**src/rtl/mem_access_if.sv**
```systemverilog
// Data-bus bundle between the memory-access stage and the data memory.
// One request outstanding at a time; MEM_ACK/MEM_RDATA come back from the slave.
interface mem_access_if;
    logic        MEM_REQ;
    logic        MEM_WE;
    logic [31:0] MEM_ADDR;
    logic [3:0]  MEM_STRB;
    logic [31:0] MEM_WDATA;
    logic        MEM_ACK;
    logic [31:0] MEM_RDATA;

    modport master (
        output MEM_REQ, MEM_WE, MEM_ADDR, MEM_STRB, MEM_WDATA,
        input  MEM_ACK, MEM_RDATA
    );

    modport slave (
        input  MEM_REQ, MEM_WE, MEM_ADDR, MEM_STRB, MEM_WDATA,
        output MEM_ACK, MEM_RDATA
    );
endinterface

```
**src/rtl/mem_access.sv**
```systemverilog
// Pipeline memory-access stage: passes ALU results through, runs one blocking
// load/store on the data bus, formats load data and flags illegal/misaligned ops.
//
// state | meaning
// IDLE  | pass-through; a legal aligned load/store stalls and launches the bus op
// BUSY  | MEM_REQ held with stable bus outputs until MEM_ACK
// RESP  | result presented on A_* for one cycle, stall released
module mem_access (
    input  logic        CLK,
    input  logic        RST,
    input  logic [31:0] E_PC,
    input  logic [31:0] E_INST,
    input  logic        E_VALID,
    input  logic [4:0]  E_REG_D,
    input  logic [31:0] E_REG_D_V,
    input  logic        E_LOAD,
    input  logic        E_STORE,
    input  logic [31:0] E_ADDR,
    input  logic [2:0]  E_FUNCT3,
    input  logic [31:0] E_STORE_DATA,
    output logic [31:0] A_PC,
    output logic [31:0] A_INST,
    output logic        A_VALID,
    output logic [4:0]  A_REG_D,
    output logic [31:0] A_REG_D_V,
    output logic        STALL,
    output logic        MISALIGN,
    mem_access_if.master mem
);

    typedef enum logic [1:0] {IDLE, BUSY, RESP} state_t;

    state_t      state_q, state_d;
    logic [31:0] addr_q, wdata_q, rdata_q;
    logic [3:0]  strb_q;
    logic        we_q, load_q;
    logic [2:0]  f3_q;
    logic [1:0]  off_q;

    logic        is_ls, legal, aligned, mem_op, bad_op, take_op;
    logic [3:0]  st_strb;
    logic [31:0] st_wdata, ld_data;
    logic [7:0]  ld_byte;
    logic [15:0] ld_half;

    // Decode of the execute-side request
    always_comb begin
        is_ls = E_LOAD | E_STORE;
        if (E_LOAD)
            legal = (E_FUNCT3 == 3'b000) || (E_FUNCT3 == 3'b001) || (E_FUNCT3 == 3'b010) ||
                    (E_FUNCT3 == 3'b100) || (E_FUNCT3 == 3'b101);
        else
            legal = (E_FUNCT3 == 3'b000) || (E_FUNCT3 == 3'b001) || (E_FUNCT3 == 3'b010);
        case (E_FUNCT3[1:0])
            2'b00:   aligned = 1'b1;
            2'b01:   aligned = ~E_ADDR[0];
            2'b10:   aligned = (E_ADDR[1:0] == 2'b00);
            default: aligned = 1'b0;
        endcase
        mem_op = E_VALID & is_ls & legal & aligned;
        bad_op = E_VALID & is_ls & ~(legal & aligned);
    end

    always_comb begin
        case (E_FUNCT3[1:0])
            2'b00: begin
                st_strb  = 4'b0001 << E_ADDR[1:0];
                st_wdata = {4{E_STORE_DATA[7:0]}};
            end
            2'b01: begin
                st_strb  = 4'b0011 << {E_ADDR[1], 1'b0};
                st_wdata = {2{E_STORE_DATA[15:0]}};
            end
            default: begin
                st_strb  = 4'b1111;
                st_wdata = E_STORE_DATA;
            end
        endcase
    end

    always_ff @(posedge CLK) begin
        if (RST) state_q <= IDLE;
        else     state_q <= state_d;
    end

    always_comb begin
        state_d  = state_q;
        STALL    = 1'b0;
        A_VALID  = 1'b0;
        MISALIGN = 1'b0;
        take_op  = 1'b0;
        case (state_q)
            IDLE: begin
                if (mem_op) begin
                    STALL   = 1'b1;
                    take_op = 1'b1;
                    state_d = BUSY;
                end else if (bad_op) begin
                    MISALIGN = 1'b1;
                end else begin
                    A_VALID = E_VALID;
                end
            end
            BUSY: begin
                STALL = 1'b1;
                if (mem.MEM_ACK) state_d = RESP;
            end
            RESP: begin
                A_VALID = 1'b1;
                state_d = IDLE;
            end
            default: state_d = IDLE;
        endcase
        if (RST) begin
            STALL    = 1'b0;
            A_VALID  = 1'b0;
            MISALIGN = 1'b0;
            take_op  = 1'b0;
            state_d  = IDLE;
        end
    end

    // Bus request and response capture
    always_ff @(posedge CLK) begin
        if (RST) begin
            addr_q  <= '0;
            we_q    <= 1'b0;
            strb_q  <= '0;
            wdata_q <= '0;
            rdata_q <= '0;
            load_q  <= 1'b0;
            f3_q    <= '0;
            off_q   <= '0;
        end else begin
            if (take_op) begin
                addr_q  <= {E_ADDR[31:2], 2'b00};
                we_q    <= ~E_LOAD;
                strb_q  <= E_LOAD ? 4'b0000 : st_strb;
                wdata_q <= E_LOAD ? 32'h0 : st_wdata;
                load_q  <= E_LOAD;
                f3_q    <= E_FUNCT3;
                off_q   <= E_ADDR[1:0];
            end
            if (state_q == BUSY && mem.MEM_ACK)
                rdata_q <= mem.MEM_RDATA;
        end
    end

    always_comb begin
        case (off_q)
            2'd0:    ld_byte = rdata_q[7:0];
            2'd1:    ld_byte = rdata_q[15:8];
            2'd2:    ld_byte = rdata_q[23:16];
            default: ld_byte = rdata_q[31:24];
        endcase
        ld_half = off_q[1] ? rdata_q[31:16] : rdata_q[15:0];
        case (f3_q)
            3'b000:  ld_data = {{24{ld_byte[7]}}, ld_byte};
            3'b001:  ld_data = {{16{ld_half[15]}}, ld_half};
            3'b100:  ld_data = {24'h0, ld_byte};
            3'b101:  ld_data = {16'h0, ld_half};
            default: ld_data = rdata_q;
        endcase
    end

    assign A_PC      = E_PC;
    assign A_INST    = E_INST;
    assign A_REG_D   = E_REG_D;
    assign A_REG_D_V = (state_q == RESP && load_q) ? ld_data : E_REG_D_V;

    assign mem.MEM_REQ   = (state_q == BUSY);
    assign mem.MEM_WE    = (state_q == BUSY) & we_q;
    assign mem.MEM_STRB  = (state_q == BUSY) ? strb_q : 4'b0000;
    assign mem.MEM_ADDR  = addr_q;
    assign mem.MEM_WDATA = wdata_q;

endmodule

```
**src/flat_wrapper.sv**
```systemverilog
// flat-port wrapper written by rule: the top's interface ports become plain ports
module mem_access_flat 
  (CLK, RST, E_PC, E_INST, E_VALID, E_REG_D, E_REG_D_V, E_LOAD, E_STORE, E_ADDR, E_FUNCT3, E_STORE_DATA, A_PC, A_INST, A_VALID, A_REG_D, A_REG_D_V, STALL, MISALIGN, mem_MEM_REQ, mem_MEM_WE, mem_MEM_ADDR, mem_MEM_STRB, mem_MEM_WDATA, mem_MEM_ACK, mem_MEM_RDATA);
  mem_access_if mem_i ();
  input  logic CLK;
  input  logic RST;
  input  logic [31:0] E_PC;
  input  logic [31:0] E_INST;
  input  logic E_VALID;
  input  logic [4:0] E_REG_D;
  input  logic [31:0] E_REG_D_V;
  input  logic E_LOAD;
  input  logic E_STORE;
  input  logic [31:0] E_ADDR;
  input  logic [2:0] E_FUNCT3;
  input  logic [31:0] E_STORE_DATA;
  output logic [31:0] A_PC;
  output logic [31:0] A_INST;
  output logic A_VALID;
  output logic [4:0] A_REG_D;
  output logic [31:0] A_REG_D_V;
  output logic STALL;
  output logic MISALIGN;
  output wire logic [$bits(mem_i.MEM_REQ)-1:0] mem_MEM_REQ;
  output wire logic [$bits(mem_i.MEM_WE)-1:0] mem_MEM_WE;
  output wire logic [$bits(mem_i.MEM_ADDR)-1:0] mem_MEM_ADDR;
  output wire logic [$bits(mem_i.MEM_STRB)-1:0] mem_MEM_STRB;
  output wire logic [$bits(mem_i.MEM_WDATA)-1:0] mem_MEM_WDATA;
  input wire logic [$bits(mem_i.MEM_ACK)-1:0] mem_MEM_ACK;
  input wire logic [$bits(mem_i.MEM_RDATA)-1:0] mem_MEM_RDATA;
  assign mem_MEM_REQ = mem_i.MEM_REQ;
  assign mem_MEM_WE = mem_i.MEM_WE;
  assign mem_MEM_ADDR = mem_i.MEM_ADDR;
  assign mem_MEM_STRB = mem_i.MEM_STRB;
  assign mem_MEM_WDATA = mem_i.MEM_WDATA;
  assign mem_i.MEM_ACK = mem_MEM_ACK;
  assign mem_i.MEM_RDATA = mem_MEM_RDATA;
  mem_access u_core (.CLK(CLK), .RST(RST), .E_PC(E_PC), .E_INST(E_INST), .E_VALID(E_VALID), .E_REG_D(E_REG_D), .E_REG_D_V(E_REG_D_V), .E_LOAD(E_LOAD), .E_STORE(E_STORE), .E_ADDR(E_ADDR), .E_FUNCT3(E_FUNCT3), .E_STORE_DATA(E_STORE_DATA), .A_PC(A_PC), .A_INST(A_INST), .A_VALID(A_VALID), .A_REG_D(A_REG_D), .A_REG_D_V(A_REG_D_V), .STALL(STALL), .MISALIGN(MISALIGN), .mem(mem_i));
endmodule
```
**config.mk**
```make
export PLATFORM = sky130hd
export DESIGN_NAME = mem_access_flat
export DESIGN_NICKNAME = d
export VERILOG_FILES = /design/src/rtl/mem_access_if.sv /design/src/rtl/mem_access.sv /design/src/flat_wrapper.sv
export SDC_FILE = /design/constraint.sdc
export NUM_CORES = 1
export LEC_CHECK = 0
export CAP_MARGIN = 10
export CORE_AREA = 3 3 148 150
export CTS_CLUSTER_DIAMETER = 200
export DETAILED_ROUTE_END_ITERATION = 12
export DIE_AREA = 0 0 151 153
export PLACE_DENSITY_LB_ADDON = 0.05
export SETUP_SLACK_MARGIN = 0.05
export SYNTH_ARGS = -nofsm -noshare
export SYNTH_HDL_FRONTEND = slang
export SYNTH_SLANG_ARGS = --single-unit
export TNS_END_PERCENT = 20
```
**constraint.sdc**
```tcl
create_clock -name CLK -period 2.8 [get_ports CLK]
set_clock_uncertainty 0.1 [all_clocks]
set_input_delay 0.56 -clock CLK [delete_from_list [all_inputs] [get_ports CLK]]
set_output_delay 0.56 -clock CLK [all_outputs]
set_load 0.1 [all_outputs]
```
==> metrics.md, run 1 <==
| Metric | Value |
|---|---|
| Run status | `finished, final reports clean` |
| Psw | `1.37 mW` |
| Max_cap viols | `0` |
| Multi-input logic area | `0.00280 mm²` |
| Least-Margin Pin Slew | `0.926 ns` |
| Final Instance Area | `0.00845 mm²` |
| # rows | `53` |
| Worst Hold End | `u_core.we_q` |
| Util after Layout | `40.6%` |
| RD Place Congestion | `0.834` |
| Adder-Cell Fraction of Synth Area | `0%` |
| Mapped Area | `0.00548 mm²` |
| IO Count | `380` |
| Reg2Reg Setup Slack | `0.59 ns` |
| Max Slew Vio Count | `0` |
| Post-synthesis simple-gate area fraction | `15.1%` |
| Synth async-reset ratio | `0%` |
| Clock sinks | `107` |
| Count of different cell masters after synthesis | `42` |
| Core area | `0.0208 mm²` |
| Fin crit share | `97.6%` |
| Number of global-route vias before repair | `5410` |
| DR vias/cell | `4.74` |
| Syn Inst Count | `630` |
| Power per cell area | `472 mW/mm²` |
| Largest net degree at the start of global routing | `53` |
| FF+latch count, synth | `107` |
| Max Root-Sink Buffers | `2` |
| Worst VDD drop | `0.249 mV` |
| Minimum clock period | `2.73 ns` |
| Setup Viol. Count Final | `0` |
| Synth Warn # | `0` |
| Fmax | `366 MHz` |
| Worst R2R Start | `u_core.state_q[1]` |
| Die Ht | `153 µm` |
| First-pass GRT wire length | `30200 µm` |
| Yosys top cell area share | `39.1%` |
| HP Class | `reg2reg` |
| Chain of cells forming the critical path | `clkdlybuf4s50_1, buf_4, nor2b_1, o31ai_1, nor2_2, buf_12` |
| N_diodes | `0` |
| Relative slew slack | `38.1%` |
| Final routed DRC violation total | `0` |
| Cell taking the most area after synthesis | `dfxtp_1` |
| Final HPWL DP | `15100 µm` |
| Worst setup path class | `in2out` |
| Internal power | `2.62 mW` |
| R2r endpoint | `u_core.mem.MEM_WDATA[8]` |
| Crit start category | `input pin` |
| Slowest stage delay, CP | `0.49 ns` |
| Port Buffers | `239` |
| Drt initial violations | `165` |
| Register share of total power | `40.1%` |
| Hold Startpoint | `u_core.we_q` |
| Dpl ws | `-0.128 ns` |
| Number of enable flip-flop cells after synthesis | `0` |
| CTS tree | `done` |
| Latest clock arrival within the worst-skew pair | `0.35 ns` |
| Main combinational cell family by area after synthesis | `compound AO/OA/AOI/OAI gates` |
| Seq/Total Area, Yosys | `39.1%` |
| Leakage | `3.29 nW` |
| Avg WL per Cell | `18.5 µm` |
| Number of routed nets with antenna violations | `0` |
| Top_reg_cell synth | `dfxtp_1` |
| Setup bufs post-CTS | `0` |
| Dpl cell area | `0.00800 mm²` |
| Sw Share | `34.3%` |
| Clock network fraction of total power | `31.9%` |
| Die area | `0.0231 mm²` |
| CTS clock-pin slew for the worst setup and hold paths | `0.08 ns` |
| Via count | `5097` |
| Sequential cell area | `0.00215 mm²` |
| Initial Util | `26.3%` |
| Gr usage total | `16.8%` |
| Most common cell after layout, fill and taps aside | `clkdlybuf4s50_1` |
| Mean Syn Cell Area | `8.70 µm²` |
| RSZ-0062 raised after global routing | `yes` |
| Comb pwr share | `28.0%` |
| Post-Route WL | `19900 µm` |
| Initial antenna violation count | `1` |
| Mux contribution to synthesized area | `6.19%` |
| Nets@finish | `1001` |
| Critical path data arrival time | `2.07 ns` |
| CP required | `2.14 ns` |
| Root buf cell | `clkbuf_16` |
| Synth Area in XOR/XNOR | `0%` |
| Die X-Extent | `151 µm` |
| Final hold vios | `0` |
| Detailed Routing Iterations Pass 1 | `4` |
| Area delta synth->final | `54.2%` |
| Commonest cells after routing, fill and taps aside | `clkdlybuf4s50_1 (135), nand2_1 (103), dfxtp_1 (103), buf_4 (93), a21oi_1 (62)` |
| Peak fanout along the critical path | `2` |
| Worst hold stages | `1` |
| Synth top area cells | `dfxtp_1 (39%), buf_4 (9.9%), a22o_1 (8.2%)` |
| CTS buffer count | `9` |
| H-tree depth | `3` |
| Cts hold-fix bufs | `0` |
| GRT overflow | `0` |
| Critical path endpoint category | `output port` |
| CP max-delay cell | `o31ai_1` |
| Setup WS post-layout | `0.0662 ns` |
| Reg2Reg Depth | `5` |
| Fillers | `2122` |
| Compound-Gate Fraction of Synth Area | `26.0%` |
| Fin Setup TNS | `0 ns` |
| Share of layout cells above drive strength 1 | `26.3%` |
## sequential cells by signal (all words and copies together) (netlist names)
signal                count
u_core.we_q               1
u_core.f3_q               3
u_core.off_q              2
u_core.mem.MEM_WDATA     32
u_core.state_q            2
u_core.rdata_q           32
u_core.load_q             1
u_core.mem.MEM_ADDR      30
u_core.strb_q             4
## synthesized netlist by cell type (2+ instances only)
master and n:
o21ai_0 25, nand3b_1 9, and3b_1 8, dfxtp_1 107, o31ai_1 3, buf_4 72, nor3b_1 2, inv_1 4
clkbuf_1 32, a22o_1 51, buf_6 2, mux2i_1 26, nor2_1 23, o2bb2ai_2 20, a211oi_1 2, nand2_1 103
o21ai_1 7, mux2_2 7, a211o_1 7, buf_1 6, a21oi_1 74, nand2b_1 4, and2_1 7, buf_2 4
or3_1 8
## critical path: cells and delay by family
family                 cells  cell delay [ns]
AOI/OAI and AO/OA          1             0.49
buffers and inverters      3             0.76
and+or+nand+nor            2             0.26
## area by class of cell
class | instances | area share [%]
Clock buffer | 10 | 2.71
Clock inverter | 6 | 0.711
Inverter | 5 | 0.222
Multi-Input combinational cell | 403 | 33.1
Sequential cell | 107 | 25.4
Tap cell | 275 | 4.07
Timing Repair Buffer | 269 | 33.7
## power by group through the flow
| stage | clock, mW | combinational, mW | sequential (mW) |
|---|---|---|---|
| floorplan | 0 | 0.902 | 1.83 |
| global placement | 0 | 1.10 | 1.63 |
| detailed placement | 0 | 1.11 | 1.63 |
| CTS | 1.32 | 1.12 | 1.60 |
| global route | 1.37 | 1.17 | 1.61 |
| finish | 1.27 | 1.12 | 1.60 |
## logic make-up after synthesis
group           after synthesis
flops                       107
compound gates              195
buf+inv                     121
mux                          33
simple gates                173
other cells                   1
## per-layer routing
metal | vias up | routed length, µm | GRT usage (%)
li1 | 2473 | - | -
met1 | 2389 | 7370 | 18.0
met2 | 169 | 10300 | 29.6
met3 | 64 | 1660 | 6.11
met4 | 2 | 635 | 6.39
met5 | - | 9 | 0
## how the worst max path moves through the flow
stage | depth (start not counted) | to | from | slack, ns
floorplan | 6 | A_REG_D_V[20] | u_core.off_q[1] | -0.62
detailed placement | 5 | MISALIGN | E_VALID | -0.13
finish | 6 | MISALIGN | E_FUNCT3[2] | 0.07
global placement | 5 | MISALIGN | E_VALID | -0.12
global route | 6 | MISALIGN | E_FUNCT3[2] | -0.02
CTS | 6 | MISALIGN | E_FUNCT3[2] | 0.03
## per-stage QoR
stage / instances / total power [mW] / hold WS (ns)
3_3_place_gp: 1059 / 2.74 / 0.328
4_1_cts: 1075 / 4.04 / 0.349
2_1_floorplan: 631 / 2.73 / 0.318
5_1_grt: 1075 / 4.15 / 0.372
6_report: 1075 / 3.99 / 0.349
3_5_place_dp: 1059 / 2.75 / 0.331
## repair_timing
action | in CTS | in global routing
endpoints found under the setup margin | 18 | 32
pin swaps | 2 | 1
resized for setup | 13 | 21
endpoints found under the hold margin | 0 | 0
No activity file was read; power rests on OpenSTA's default activity.
==> inputs of run 2 (changes only) <==
--- a/config.mk
+++ b/config.mk
@@ -5,7 +5,7 @@
 export SDC_FILE = /design/constraint.sdc
 export NUM_CORES = 1
 export LEC_CHECK = 0
-export CAP_MARGIN = 10
+export CAP_MARGIN = 30
 export CORE_AREA = 3 3 148 150
 export CTS_CLUSTER_DIAMETER = 200
 export DETAILED_ROUTE_END_ITERATION = 12
==> results of run 2 <==
Final layout, timing and power as in run 1 (identical DEF).
==> inputs of run 3 (changes only) <==
--- a/config.mk
+++ b/config.mk
@@ -10,8 +10,9 @@
 export CTS_CLUSTER_DIAMETER = 200
 export DETAILED_ROUTE_END_ITERATION = 12
 export DIE_AREA = 0 0 151 153
-export PLACE_DENSITY_LB_ADDON = 0.05
+export PLACE_DENSITY_LB_ADDON = 0.3
 export SETUP_SLACK_MARGIN = 0.05
+export SLEW_MARGIN = 10
 export SYNTH_ARGS = -nofsm -noshare
 export SYNTH_HDL_FRONTEND = slang
 export SYNTH_SLANG_ARGS = --single-unit
==> run 3 against run 2 <==
Against the previous run: global-route usage down 0.25 points; combinational power about the same; sequential share of layout area up 0.11 points; maximum frequency up 0.49%; largest power group unchanged; highest routed layer unchanged.
==> metrics.md, run 3 (synthesis gave the netlist of run 1 again) <==
| Metric | Value |
|---|---|
| Latest clock arrival within the worst-skew pair | `0.34 ns (was 0.35 ns)` |
| GRT overflow | `0 (unchanged)` |
| IO Count | `380 (unchanged)` |
| Dpl ws | `-0.0928 ns (was -0.128 ns)` |
| Initial Util | `26.3% (unchanged)` |
| Critical path data arrival time | `2.06 ns (was 2.07 ns)` |
| Via count | `5094 (was 5097)` |
| CTS clock-pin slew for the worst setup and hold paths | `0.07 ns (was 0.08 ns)` |
| Final Instance Area | `0.00842 mm² (was 0.00845 mm²)` |
| CP required | `2.14 ns (about the same)` |
| Relative slew slack | `39.6% (was 38.1%)` |
| Nets@finish | `1004 (was 1001)` |
| Worst setup path class | `in2out (unchanged)` |
| Most common cell after layout, fill and taps aside | `clkdlybuf4s50_1 (unchanged)` |
| H-tree depth | `3 (unchanged)` |
| Final routed DRC violation total | `0 (unchanged)` |
| RD Place Congestion | `0.778 (was 0.834)` |
| Die Ht | `153 µm (unchanged)` |
| Setup WS post-layout | `0.0795 ns (was 0.0662 ns)` |
| Gr usage total | `16.5% (was 16.8%)` |
| Post-Route WL | `19800 µm (was 19900 µm)` |
| Port Buffers | `239 (unchanged)` |
| CTS buffer count | `9 (unchanged)` |
| Largest net degree at the start of global routing | `41 (was 53)` |
| Fillers | `2114 (was 2122)` |
| Max_cap viols | `0 (unchanged)` |
| Die X-Extent | `151 µm (unchanged)` |
| Slowest stage delay, CP | `0.56 ns (was 0.49 ns)` |
| Power per cell area | `472 mW/mm² (about the same)` |
| Area delta synth->final | `53.7% (was 54.2%)` |
| Critical path endpoint category | `output port (unchanged)` |
| Fin Setup TNS | `0 ns (unchanged)` |
| Crit start category | `input pin (unchanged)` |
| Chain of cells forming the critical path | `clkdlybuf4s50_1, or4_4, o31a_1, o22ai_4, buf_12 (was clkdlybuf4s50_1, buf_4, nor2b_1, o31ai_1, nor2_2, buf_12)` |
| Number of global-route vias before repair | `5017 (was 5410)` |
| DR vias/cell | `4.73 (was 4.74)` |
| RSZ-0062 raised after global routing | `yes (unchanged)` |
| Fmax | `368 MHz (was 366 MHz)` |
| Final HPWL DP | `14900 µm (was 15100 µm)` |
| Max Slew Vio Count | `0 (unchanged)` |
| Detailed Routing Iterations Pass 1 | `7 (was 4)` |
| Peak fanout along the critical path | `3 (was 2)` |
| Avg WL per Cell | `18.3 µm (was 18.5 µm)` |
| Minimum clock period | `2.72 ns (was 2.73 ns)` |
| Least-Margin Pin Slew | `0.902 ns (was 0.926 ns)` |
| N_diodes | `0 (unchanged)` |
| First-pass GRT wire length | `29600 µm (was 30200 µm)` |
| CTS tree | `done (unchanged)` |
| Max Root-Sink Buffers | `2 (unchanged)` |
| Run status | `finished, final reports clean (unchanged)` |
| Share of layout cells above drive strength 1 | `25.5% (was 26.3%)` |
| Fin crit share | `97.2% (was 97.6%)` |
| # rows | `53 (unchanged)` |
| Final hold vios | `0 (unchanged)` |
| Root buf cell | `clkbuf_16 (unchanged)` |
| Die area | `0.0231 mm² (unchanged)` |
| Drt initial violations | `153 (was 165)` |
| Worst VDD drop | `0.279 mV (was 0.249 mV)` |
| CP max-delay cell | `or4_4 (was o31ai_1)` |
| Number of routed nets with antenna violations | `0 (unchanged)` |
| Dpl cell area | `0.00806 mm² (was 0.00800 mm²)` |
| Cts hold-fix bufs | `0 (unchanged)` |
| Setup Viol. Count Final | `0 (unchanged)` |
| Initial antenna violation count | `1 (unchanged)` |
| Total chip power | `3.97 mW (was 3.99 mW)` |
| Leakage | `3.30 nW (was 3.29 nW)` |
| HP Class | `reg2reg (unchanged)` |
| Clock sinks | `107 (unchanged)` |
| Core area | `0.0208 mm² (unchanged)` |
| Commonest cells after routing, fill and taps aside | `clkdlybuf4s50_1 (135), nand2_1 (103), dfxtp_1 (103), buf_4 (92), a21oi_1 (64) (was clkdlybuf4s50_1 (135), nand2_1 (103), dfxtp_1 (103), buf_4 (93), a21oi_1 (62))` |
run 3: layout make-up:
cell class / instances / area, µm² / area share, %
clock inverters: 4 / 33.8 / 0.401
clock buffers: 12 / 246 / 2.93
flip-flops and latches: 107 / 2150 / 25.5
multi-input cells: 403 / 2710 / 32.1
well taps: 275 / 344 / 4.08
inverters: 5 / 18.8 / 0.223
repair buffers: 272 / 2920 / 34.7
run 3: worst max-delay path, delay by kind of cell:
kind / cells / cell delay, ns
compound gates: 2 / 0.32
buf+inv: 2 / 0.61
simple gates: 1 / 0.56
run 3: per-layer routing:
layer | vias to the layer above | wire [µm] | track usage [%]
li1 | 2481 | - | -
met1 | 2365 | 7800 | 19.1
met2 | 194 | 9760 | 27.9
met3 | 52 | 1640 | 5.96
met4 | 2 | 565 | 5.87
met5 | - | 17 | 0
run 3: path summary, 6_finish.rpt:
path,from,end,slack (ns),cells past startpoint
max,E_FUNCT3[2],STALL,0.08,5
min,u_core.rdata_q[0],u_core.rdata_q[0],0.35,2
max reg2reg,u_core.state_q[1],u_core.mem.MEM_WDATA[9],0.60,5
min reg2reg,u_core.rdata_q[0],u_core.rdata_q[0],0.35,2
run 3: stage by stage:
stage / instances / util, % / hold WS [ns]
2_1_floorplan: 631 / - / 0.318
5_1_grt: 1078 / 40.5 / 0.367
3_5_place_dp: 1061 / 38.7 / 0.335
6_report: 1078 / 40.5 / 0.351
3_3_place_gp: 1061 / 38.7 / 0.328
4_1_cts: 1078 / 40.3 / 0.354
run 3: power breakdown:
part | total [mW] | internal, mW | switching, mW | leakage, nW
clock | 1.25 | 0.637 | 0.613 | 0.133
combinational | 1.12 | 0.438 | 0.685 | 2.30
sequential | 1.60 | 1.56 | 0.0338 | 0.869
run 3: timing repair:
action                                  4_1_cts  5_1_grt
endpoints found under the setup margin       17       28
resized for setup                            11        8
setup buffers                                 1        0
pin swaps                                     3        2
